===== src/rtl/scan_ctrl_pkg.sv =====
// scan_ctrl_pkg: shared FSM state type and default chain length for the scan controller.
package scan_ctrl_pkg;
    localparam int CHAIN_LEN_DEFAULT = 32;
    typedef enum logic [2:0] {IDLE, LOAD, CAPTURE, UNLOAD, DONE} state_t;
endpackage


===== src/rtl/scan_ctrl_if.sv =====
// scan_ctrl_if: request, scan-chain and response signals of the scan controller.
interface scan_ctrl_if #(parameter int CHAIN_LEN = scan_ctrl_pkg::CHAIN_LEN_DEFAULT);
    logic                 start_valid;
    logic                 start_ready;
    logic [CHAIN_LEN-1:0] pattern_in;
    logic [CHAIN_LEN-1:0] expect_in;
    logic                 test_mode;
    logic                 scan_en;
    logic                 scan_in0;
    logic                 scan_out0;
    logic                 resp_valid;
    logic                 resp_ready;
    logic [CHAIN_LEN-1:0] resp_data;
    logic                 mismatch;
    modport master (
        output start_valid, pattern_in, expect_in, scan_out0, resp_ready,
        input  start_ready, test_mode, scan_en, scan_in0, resp_valid, resp_data, mismatch
    );
    modport slave (
        input  start_valid, pattern_in, expect_in, scan_out0, resp_ready,
        output start_ready, test_mode, scan_en, scan_in0, resp_valid, resp_data, mismatch
    );
endinterface


===== src/rtl/scan_ctrl_sreg.sv =====
// scan_ctrl_sreg: parallel-load shift register; shifts toward bit 0, serial input enters at the MSB.
module scan_ctrl_sreg #(parameter int W = 8) (
    input  logic         clk,
    input  logic         reset,
    input  logic         load,
    input  logic         shift,
    input  logic         sin,
    input  logic [W-1:0] d,
    output logic [W-1:0] q
);
    always_ff @(posedge clk or posedge reset)
        if (reset) q <= '0;
        else if (load) q <= d;
        else if (shift) q <= {sin, q[W-1:1]};
endmodule


===== src/rtl/scan_ctrl.sv =====
// scan_ctrl: loads a pattern into a scan chain, captures once, and unloads the response.
// Optional macro SCAN_CTRL_COMPARE_EN enables the response-vs-expect mismatch flag.
module scan_ctrl
    import scan_ctrl_pkg::*;
#(
    parameter int CHAIN_LEN = CHAIN_LEN_DEFAULT
) (
    input logic        clk,
    input logic        reset,
    scan_ctrl_if.slave bus
);
    localparam int CW = $clog2(CHAIN_LEN);
    localparam logic [CW-1:0] LAST = CW'(CHAIN_LEN - 1);
    state_t               state;
    logic [CW-1:0]        cnt;
    logic [CHAIN_LEN-1:0] stim_q, resp_q;
    logic                 start_ready, test_mode, scan_en, resp_valid, mismatch, miss_next;
    logic                 accept, last, load_phase, unload_phase, unused_stim;
    assign accept       = state == IDLE && bus.start_valid;
    assign last         = cnt == LAST;
    assign load_phase   = state == LOAD;
    assign unload_phase = state == UNLOAD;
    // Zeros shift in behind the pattern, so bit 0 reads 0 outside LOAD without gating.
    scan_ctrl_sreg #(.W(CHAIN_LEN)) u_stim (
        .clk(clk), .reset(reset), .load(accept), .shift(load_phase),
        .sin(1'b0), .d(bus.pattern_in), .q(stim_q)
    );
    scan_ctrl_sreg #(.W(CHAIN_LEN)) u_resp (
        .clk(clk), .reset(reset), .load(accept), .shift(unload_phase),
        .sin(bus.scan_out0), .d('0), .q(resp_q)
    );
    assign unused_stim = ^stim_q[CHAIN_LEN-1:1];
`ifdef SCAN_CTRL_COMPARE_EN
    logic [CHAIN_LEN-1:0] expect_q;
    always_ff @(posedge clk or posedge reset)
        if (reset) expect_q <= '0;
        else if (accept) expect_q <= bus.expect_in;
    // Compare against the word the final UNLOAD edge is about to store.
    assign miss_next = {bus.scan_out0, resp_q[CHAIN_LEN-1:1]} != expect_q;
`else
    assign miss_next = 1'b0;
`endif
    always_ff @(posedge clk or posedge reset) begin
        if (reset) begin
            state       <= IDLE;
            cnt         <= '0;
            start_ready <= 1'b1;
            scan_en     <= 1'b0;
            test_mode   <= 1'b0;
            resp_valid  <= 1'b0;
            mismatch    <= 1'b0;
        end else begin
            case (state)
                IDLE: if (bus.start_valid) begin
                    state       <= LOAD;
                    cnt         <= '0;
                    start_ready <= 1'b0;
                    scan_en     <= 1'b1;
                    test_mode   <= 1'b1;
                end
                LOAD: if (last) begin
                    state   <= CAPTURE;
                    cnt     <= '0;
                    scan_en <= 1'b0;
                end else cnt <= cnt + 1'b1;
                CAPTURE: begin
                    state   <= UNLOAD;
                    cnt     <= '0;
                    scan_en <= 1'b1;
                end
                UNLOAD: if (last) begin
                    state      <= DONE;
                    cnt        <= '0;
                    scan_en    <= 1'b0;
                    test_mode  <= 1'b0;
                    resp_valid <= 1'b1;
                    mismatch   <= miss_next;
                end else cnt <= cnt + 1'b1;
                DONE: if (bus.resp_ready) begin
                    state       <= IDLE;
                    start_ready <= 1'b1;
                    resp_valid  <= 1'b0;
                    mismatch    <= 1'b0;
                end
                default: state <= IDLE;
            endcase
        end
    end
    assign bus.start_ready = start_ready;
    assign bus.scan_en     = scan_en;
    assign bus.test_mode   = test_mode;
    assign bus.scan_in0    = stim_q[0];
    assign bus.resp_valid  = resp_valid;
    assign bus.resp_data   = resp_q;
    assign bus.mismatch    = mismatch;
endmodule


===== src/flat_wrapper.sv =====
// flat-port wrapper written by rule: the top's interface ports become plain ports
module scan_ctrl_flat import scan_ctrl_pkg::*;
#(
    parameter int CHAIN_LEN = CHAIN_LEN_DEFAULT
)
  (clk, reset, bus_start_valid, bus_pattern_in, bus_expect_in, bus_scan_out0, bus_resp_ready, bus_start_ready, bus_test_mode, bus_scan_en, bus_scan_in0, bus_resp_valid, bus_resp_data, bus_mismatch);
  scan_ctrl_if #(.CHAIN_LEN(CHAIN_LEN)) bus_i ();
  input logic clk;
  input logic reset;
  input wire logic [$bits(bus_i.start_valid)-1:0] bus_start_valid;
  input wire logic [$bits(bus_i.pattern_in)-1:0] bus_pattern_in;
  input wire logic [$bits(bus_i.expect_in)-1:0] bus_expect_in;
  input wire logic [$bits(bus_i.scan_out0)-1:0] bus_scan_out0;
  input wire logic [$bits(bus_i.resp_ready)-1:0] bus_resp_ready;
  output wire logic [$bits(bus_i.start_ready)-1:0] bus_start_ready;
  output wire logic [$bits(bus_i.test_mode)-1:0] bus_test_mode;
  output wire logic [$bits(bus_i.scan_en)-1:0] bus_scan_en;
  output wire logic [$bits(bus_i.scan_in0)-1:0] bus_scan_in0;
  output wire logic [$bits(bus_i.resp_valid)-1:0] bus_resp_valid;
  output wire logic [$bits(bus_i.resp_data)-1:0] bus_resp_data;
  output wire logic [$bits(bus_i.mismatch)-1:0] bus_mismatch;
  assign bus_i.start_valid = bus_start_valid;
  assign bus_i.pattern_in = bus_pattern_in;
  assign bus_i.expect_in = bus_expect_in;
  assign bus_i.scan_out0 = bus_scan_out0;
  assign bus_i.resp_ready = bus_resp_ready;
  assign bus_start_ready = bus_i.start_ready;
  assign bus_test_mode = bus_i.test_mode;
  assign bus_scan_en = bus_i.scan_en;
  assign bus_scan_in0 = bus_i.scan_in0;
  assign bus_resp_valid = bus_i.resp_valid;
  assign bus_resp_data = bus_i.resp_data;
  assign bus_mismatch = bus_i.mismatch;
  scan_ctrl #(.CHAIN_LEN(CHAIN_LEN)) u_core (.clk(clk), .reset(reset), .bus(bus_i));
endmodule

===== config.mk =====
export PLATFORM = sky130hd
export DESIGN_NAME = scan_ctrl_flat
export DESIGN_NICKNAME = d
export VERILOG_FILES = /design/src/rtl/scan_ctrl_pkg.sv /design/src/rtl/scan_ctrl_if.sv /design/src/rtl/scan_ctrl_sreg.sv /design/src/rtl/scan_ctrl.sv /design/src/flat_wrapper.sv
export SDC_FILE = /design/constraint.sdc
export NUM_CORES = 1
export LEC_CHECK = 0
export CAP_MARGIN = 10
export CELL_PAD_IN_SITES_DETAIL_PLACEMENT = 1
export CELL_PAD_IN_SITES_GLOBAL_PLACEMENT = 1
export CORE_MARGIN = 2
export CORE_UTILIZATION = 31
export CTS_CLUSTER_DIAMETER = 150
export DETAILED_ROUTE_END_ITERATION = 8
export PLACE_DENSITY_LB_ADDON = 0.2
export REMOVE_ABC_BUFFERS = 1
export SYNTH_ARGS = -nofsm -noshare
export SYNTH_HDL_FRONTEND = slang
export SYNTH_SLANG_ARGS = --single-unit

===== constraint.sdc =====
create_clock -name clk -period 2.6 [get_ports clk]
set_input_delay 0.52 -clock clk [delete_from_list [all_inputs] [get_ports clk]]
set_output_delay 0.52 -clock clk [all_outputs]
set_load 0.1 [all_outputs]

==> impl_metrics.env <==
export IMPL_route_detailed_drc=0
export IMPL_finalWirelength_um=7528
export IMPL_fin_skew_ns=0.008774
export IMPL_yosysTopAreaCell="dfrtp_1"
export IMPL_critPathRequiredTime_ns=2.88
export IMPL_io_pins=107
export IMPL_cts_sinks=76
export IMPL_final_common_cell="dfrtp_1"
export IMPL_initialDrtViolationCount=109
export IMPL_rsz0062_at_grt="false"
export IMPL_slew_violations=0
export IMPL_diodes=0
export IMPL_cts_resized=0
export IMPL_grt_util_all_layers_pct=13.56
export IMPL_ys_seq_elements=76
export IMPL_die_h_um=106.4
export IMPL_r2r_end="u_core.u_stim.q[2]"
export IMPL_wire_per_inst_um=14.70
export IMPL_hp_class="register to register"
export IMPL_cts_clk_slew_worst_paths_ns=0.07
export IMPL_area_growth_pct=29.20
export IMPL_reg2reg_slack_ns=0.77
export IMPL_synthCells=304
export IMPL_grt_overflow=0
export IMPL_yosys_cell_types_count=29
export IMPL_coreArea_mm2=0.01023
export IMPL_synth_warnings=0
export IMPL_layout_common_cells="dfrtp_1 (75), nand2_1 (67), buf_4 (43)"
export IMPL_final_layout_size_suffix_gt1_share_pct=18.09
export IMPL_num_vias=2524
export IMPL_cts_buffers_inserted=9
export IMPL_grt_pass1_wl_um=12410
export IMPL_synth_area_top_cells="dfrtp_1 (58%), a22o_1 (9.4%), nand2_1 (7.7%)"
export IMPL_dieArea_mm2=0.01131
export IMPL_grt_max_degree=77
export IMPL_final_util_pct=41.02
export IMPL_final_antenna_net_count=0
export IMPL_crit_chain="clkdlybuf4s50_1 -> nor4b_4 -> buf_4 -> a22o_1 -> a21o_1"
export IMPL_worstSkewPairLatency_ns=0.34
export IMPL_yosys_area_top_type_share_pct=57.78
export IMPL_cp_startpoint="bus_start_valid"
export IMPL_finalCriticalPeriod_ns=1.869
export IMPL_clockBufferDepth=2
export IMPL_startpoint_type="input pin"
export IMPL_via_per_inst=4.930
export IMPL_io_buffer_count=73
export IMPL_ctsHoldBuffers=0
export IMPL_dpl_hpwl_um=4768
export IMPL_arrival_ns=2.15
export IMPL_crit_path_end="u_core.u_stim.q[2]"
export IMPL_critPathSlowestCell="clkdlybuf4s50_1"
export IMPL_rows=37
export IMPL_synth_area_per_cell_um2=10.68
export IMPL_first_pass_iters=4
export IMPL_post_cts_buffers=0
export IMPL_synthesis_area_mm2=0.003248
export IMPL_status="completed"
export IMPL_hold_violations=0
export IMPL_die_width_um=106.4
export IMPL_finalCritPeriodShare_pct=71.87
export IMPL_rr_worst_depth=4
export IMPL_slowest_delay_ns=0.53
export IMPL_cp_end_kind="register"
export IMPL_tritoncts="built"
export IMPL_cts_root_buf="clkbuf_8"
export IMPL_worst_setup_path_type="input pin to register"
export IMPL_antenna_found_initial=0
export IMPL_maxCapViolCount=0
export IMPL_critPathMaxFanout=29
export IMPL_initial_utilization_pct=31.75
export IMPL_grt_pass1_vias=2612
export IMPL_finalSetupTns_ns=0
export IMPL_fmax_mhz=535.2
export IMPL_ys_seq_area_share_pct=58.59
export IMPL_nFillCells=1157
export IMPL_gp_congestion=0.7111
export IMPL_setup_viol=0
export IMPL_final_net_count=442
export IMPL_htree_levels=3
export IMPL_r2r_start="u_core.state[0]"
cells in the mapped netlist:
master	count
buf_2	20
mux2_2	1
or2_2	2
nor2b_1	1
a31oi_1	1
nand3b_1	4
nor3b_1	1
nor3_1	1
xor2_1	1
nor3b_2	1
buf_4	4
dfrtp_1	75
nand3_1	2
ha_1	2
o41ai_1	1
dfstp_2	1
xnor2_1	1
conb_1	1
inv_1	3
a21o_1	32
and3_1	1
a22o_1	35
o21ai_0	2
and3b_1	1
o2bb2ai_1	1
a21oi_1	37
nor2_1	4
nor4b_2	1
nand2_1	67
metal layers:
metal | wire length (um) | global-route usage [%]
met4 | 70 | 3.571
met1 | 3331 | 16.41
met3 | 424 | 3.924
met2 | 3701 | 23.58
met5 | 0 | 0
flip-flops by register name (all words and copies together), names as in the netlist:
signal,flops
u_core.bus.resp_valid,1
u_core.bus.start_ready,1
u_core.bus.scan_en,1
u_core.u_resp.q,32
u_core.cnt,5
u_core.u_stim.q,32
u_core.bus.test_mode,1
u_core.state,3
cell families (layout without fill, tap and decap cells):
family,count (synthesis),after routing,synth area share [%]
AND/OR/NAND/NOR,86,86,11.71
other,1,1,0.1155
adder cells (fa/ha/maj),2,2,0.7703
flip-flops,76,76,58.59
AO/OA/AOI/OAI,109,109,23.57
buffers and inverters,27,99,4.353
XOR/XNOR,2,2,0.5394
multiplexers,1,1,0.3467
critical path: cells and delay by family:
kind,cells,cell delay (ns)
AOI/OAI and AO/OA,2,0.29
buffers and inverters,2,0.92
and+or+nand+nor,1,0.40
stage by stage:
stage	cells	instance area [um2]	setup WS, ns	hold slack [ns]
finish	512	4197	0.7315	0.4803
CTS	512	4197	0.7361	0.4838
global route	512	4197	0.6262	0.5028
global placement	496	4010	0.3626	0.4597
detailed placement	496	4010	0.3733	0.4660
floorplan	280	3118	-2.478	0.4500
worst min path at each step:
stage	startpoint	end	depth (start not counted)
floorplan	u_core.u_stim.q[10]	u_core.u_stim.q[10]	1
global placement	u_core.u_stim.q[10]	u_core.u_stim.q[10]	1
detailed placement	u_core.u_stim.q[5]	u_core.u_stim.q[5]	1
CTS	u_core.u_stim.q[5]	u_core.u_stim.q[5]	1
global route	u_core.u_stim.q[5]	u_core.u_stim.q[5]	1
finish	u_core.u_stim.q[2]	u_core.u_stim.q[2]	1
area by class of cell:
| cell class | instances | area (um2) | area share [%] |
|---|---|---|---|
| Multi-Input combinational cell | 201 | 1221 | 29.10 |
| Clock buffer | 11 | 151.4 | 3.608 |
| Tap cell | 136 | 170.2 | 4.055 |
| Clock inverter | 5 | 35.03 | 0.8348 |
| Timing Repair Buffer | 80 | 703.2 | 16.76 |
| Inverter | 3 | 12.51 | 0.2982 |
| Sequential cell | 76 | 1903 | 45.35 |
Power is not shown: default switching activity piles up to over one toggle a cycle in this logic, so the estimate is an artifact.
==> patch (same settings) <==
The option `SCAN_CTRL_COMPARE_EN` is turned on by a define.
--- a/src/rtl/scan_ctrl.sv
+++ b/src/rtl/scan_ctrl.sv
@@ -1,5 +1,7 @@
 // scan_ctrl: loads a pattern into a scan chain, captures once, and unloads the response.
 // Optional macro SCAN_CTRL_COMPARE_EN enables the response-vs-expect mismatch flag.
+`define SCAN_CTRL_COMPARE_EN
+
 module scan_ctrl
     import scan_ctrl_pkg::*;
 #(
Behaviour: same outputs for any inputs over 10 cycles, from zero or initial values and one cycle with reset high; that may be too few to reach the edited logic, so the function may still have changed.
==> patch against the original RTL <==
Fmax is 6.9% lower. Area after synthesis up 49%. Setup slack lost 140 ps. Clock skew shrank 1.6 ps. Final cell count is 46% higher. Sequential cell count is 33 higher. Cell area up 51%. Wire length rose by 66%. Synthesized cell count is 51% higher. First-iteration DRC count grew 98%. Critical path type is now flip-flop to flip-flop. Critical endpoint is now u_core.cnt[2].
==> patch: results (changes against the original RTL) <==
- Outcome: completed
- Top cells by area, synth: dfrtp_1 (56%), nand2_1 (10%), mux2_1 (7.2%)
- Met3 Use GR: 3.701% (-0.22 points)
- Vias in the first global route: 3,853 (+48%)
- Worst hold start: u_core.u_stim.q[14]
- Syn Inst Count: 458 (+51%)
- Mux cell area share after synthesis: 7.459% (+7.1 points)
- Regs by FF count: u_core.expect_q x32, u_core.u_resp.q x32, u_core.u_stim.q x32
- Min Hold Slack: 478.3 ps (-2.060 ps)
- Reg2reg end: u_core.cnt[2]
- RR Startpoint: u_core.cnt[0]
- Hpwl dp: 8.630 mm (+81%)
- Unique masters post-synth: 35 (+21%)
- R2R depth: 7 (+3)
- Crit path max fanout: 5 (-83%)
- Synth Area in Adders: 0.7770% (+0.0066 points)
- Complex-gate fraction of the synthesized area: 10.59% (-13 points)
- CTS root buf: clkbuf_16
- Crit path max-delay family: simple AND/OR/NAND/NOR gates
- Nets@finish: 628 (+42%)
- Worst min-delay path endpoint: u_core.u_stim.q[14]
- Post-Place Cells: 733 (+48%)
- Register area share after synthesis: 56.49% (-2.1 points)
- Routability Congestion: 0.7382 (+3.8%)
- Vias: 3,643 (+44%)
- Max stage delay on crit path: 510 ps (-20 ps)
- Global-route wire length before repair: 20.45 mm (+65%)
- Hold path cells: 2 (+1)
- M1 wire length: 5.851 mm (+76%)
- Met3 wire length: 510 um (+20%)
- Worst Path Arrival: 2270 ps (+120 ps)
- Post-Route WL: 12.49 mm (+66%)
- Slowest stage cell, crit path: or3b_2
- Routing usage on met1: 21.65% (+5.2 points)
- Placement Setup Slack: 280.4 ps (-92.87 ps)
- DR WL/cell: 16.67 um (+13%)
## patch: worst max path at each step
stage	to	slack (ps)
global placement	u_core.u_stim.q[23]	300
detailed placement	u_core.u_stim.q[13]	280
global route	u_core.cnt[2]	490
CTS	u_core.cnt[2]	600
finish	u_core.cnt[2]	590
floorplan	u_core.u_stim.q[0]	-1770
## patch: layout make-up
| cell class | count | area (um^2) |
|---|---|---|
| sequential | 109 | 2729 |
| timing repair buffer | 115 | 1096 |
| fill | 1706 | 8862 |
| inverter | 4 | 17.52 |
| clock buffer | 11 | 242.7 |
| tap | 188 | 235.2 |
| multi-input combinational | 317 | 1912 |
| clock inverter | 5 | 107.6 |
## patch: power by group
| part | internal, mW | leakage (nW) | total (mW) | switching, mW |
|---|---|---|---|---|
| Clock | 0.973 | 0.170 | 1.61 | 0.641 |
| Combinational | 1.07 | 1.38 | 3.60 | 2.52 |
| Sequential | 2.35 | 1.40 | 2.96 | 0.609 |
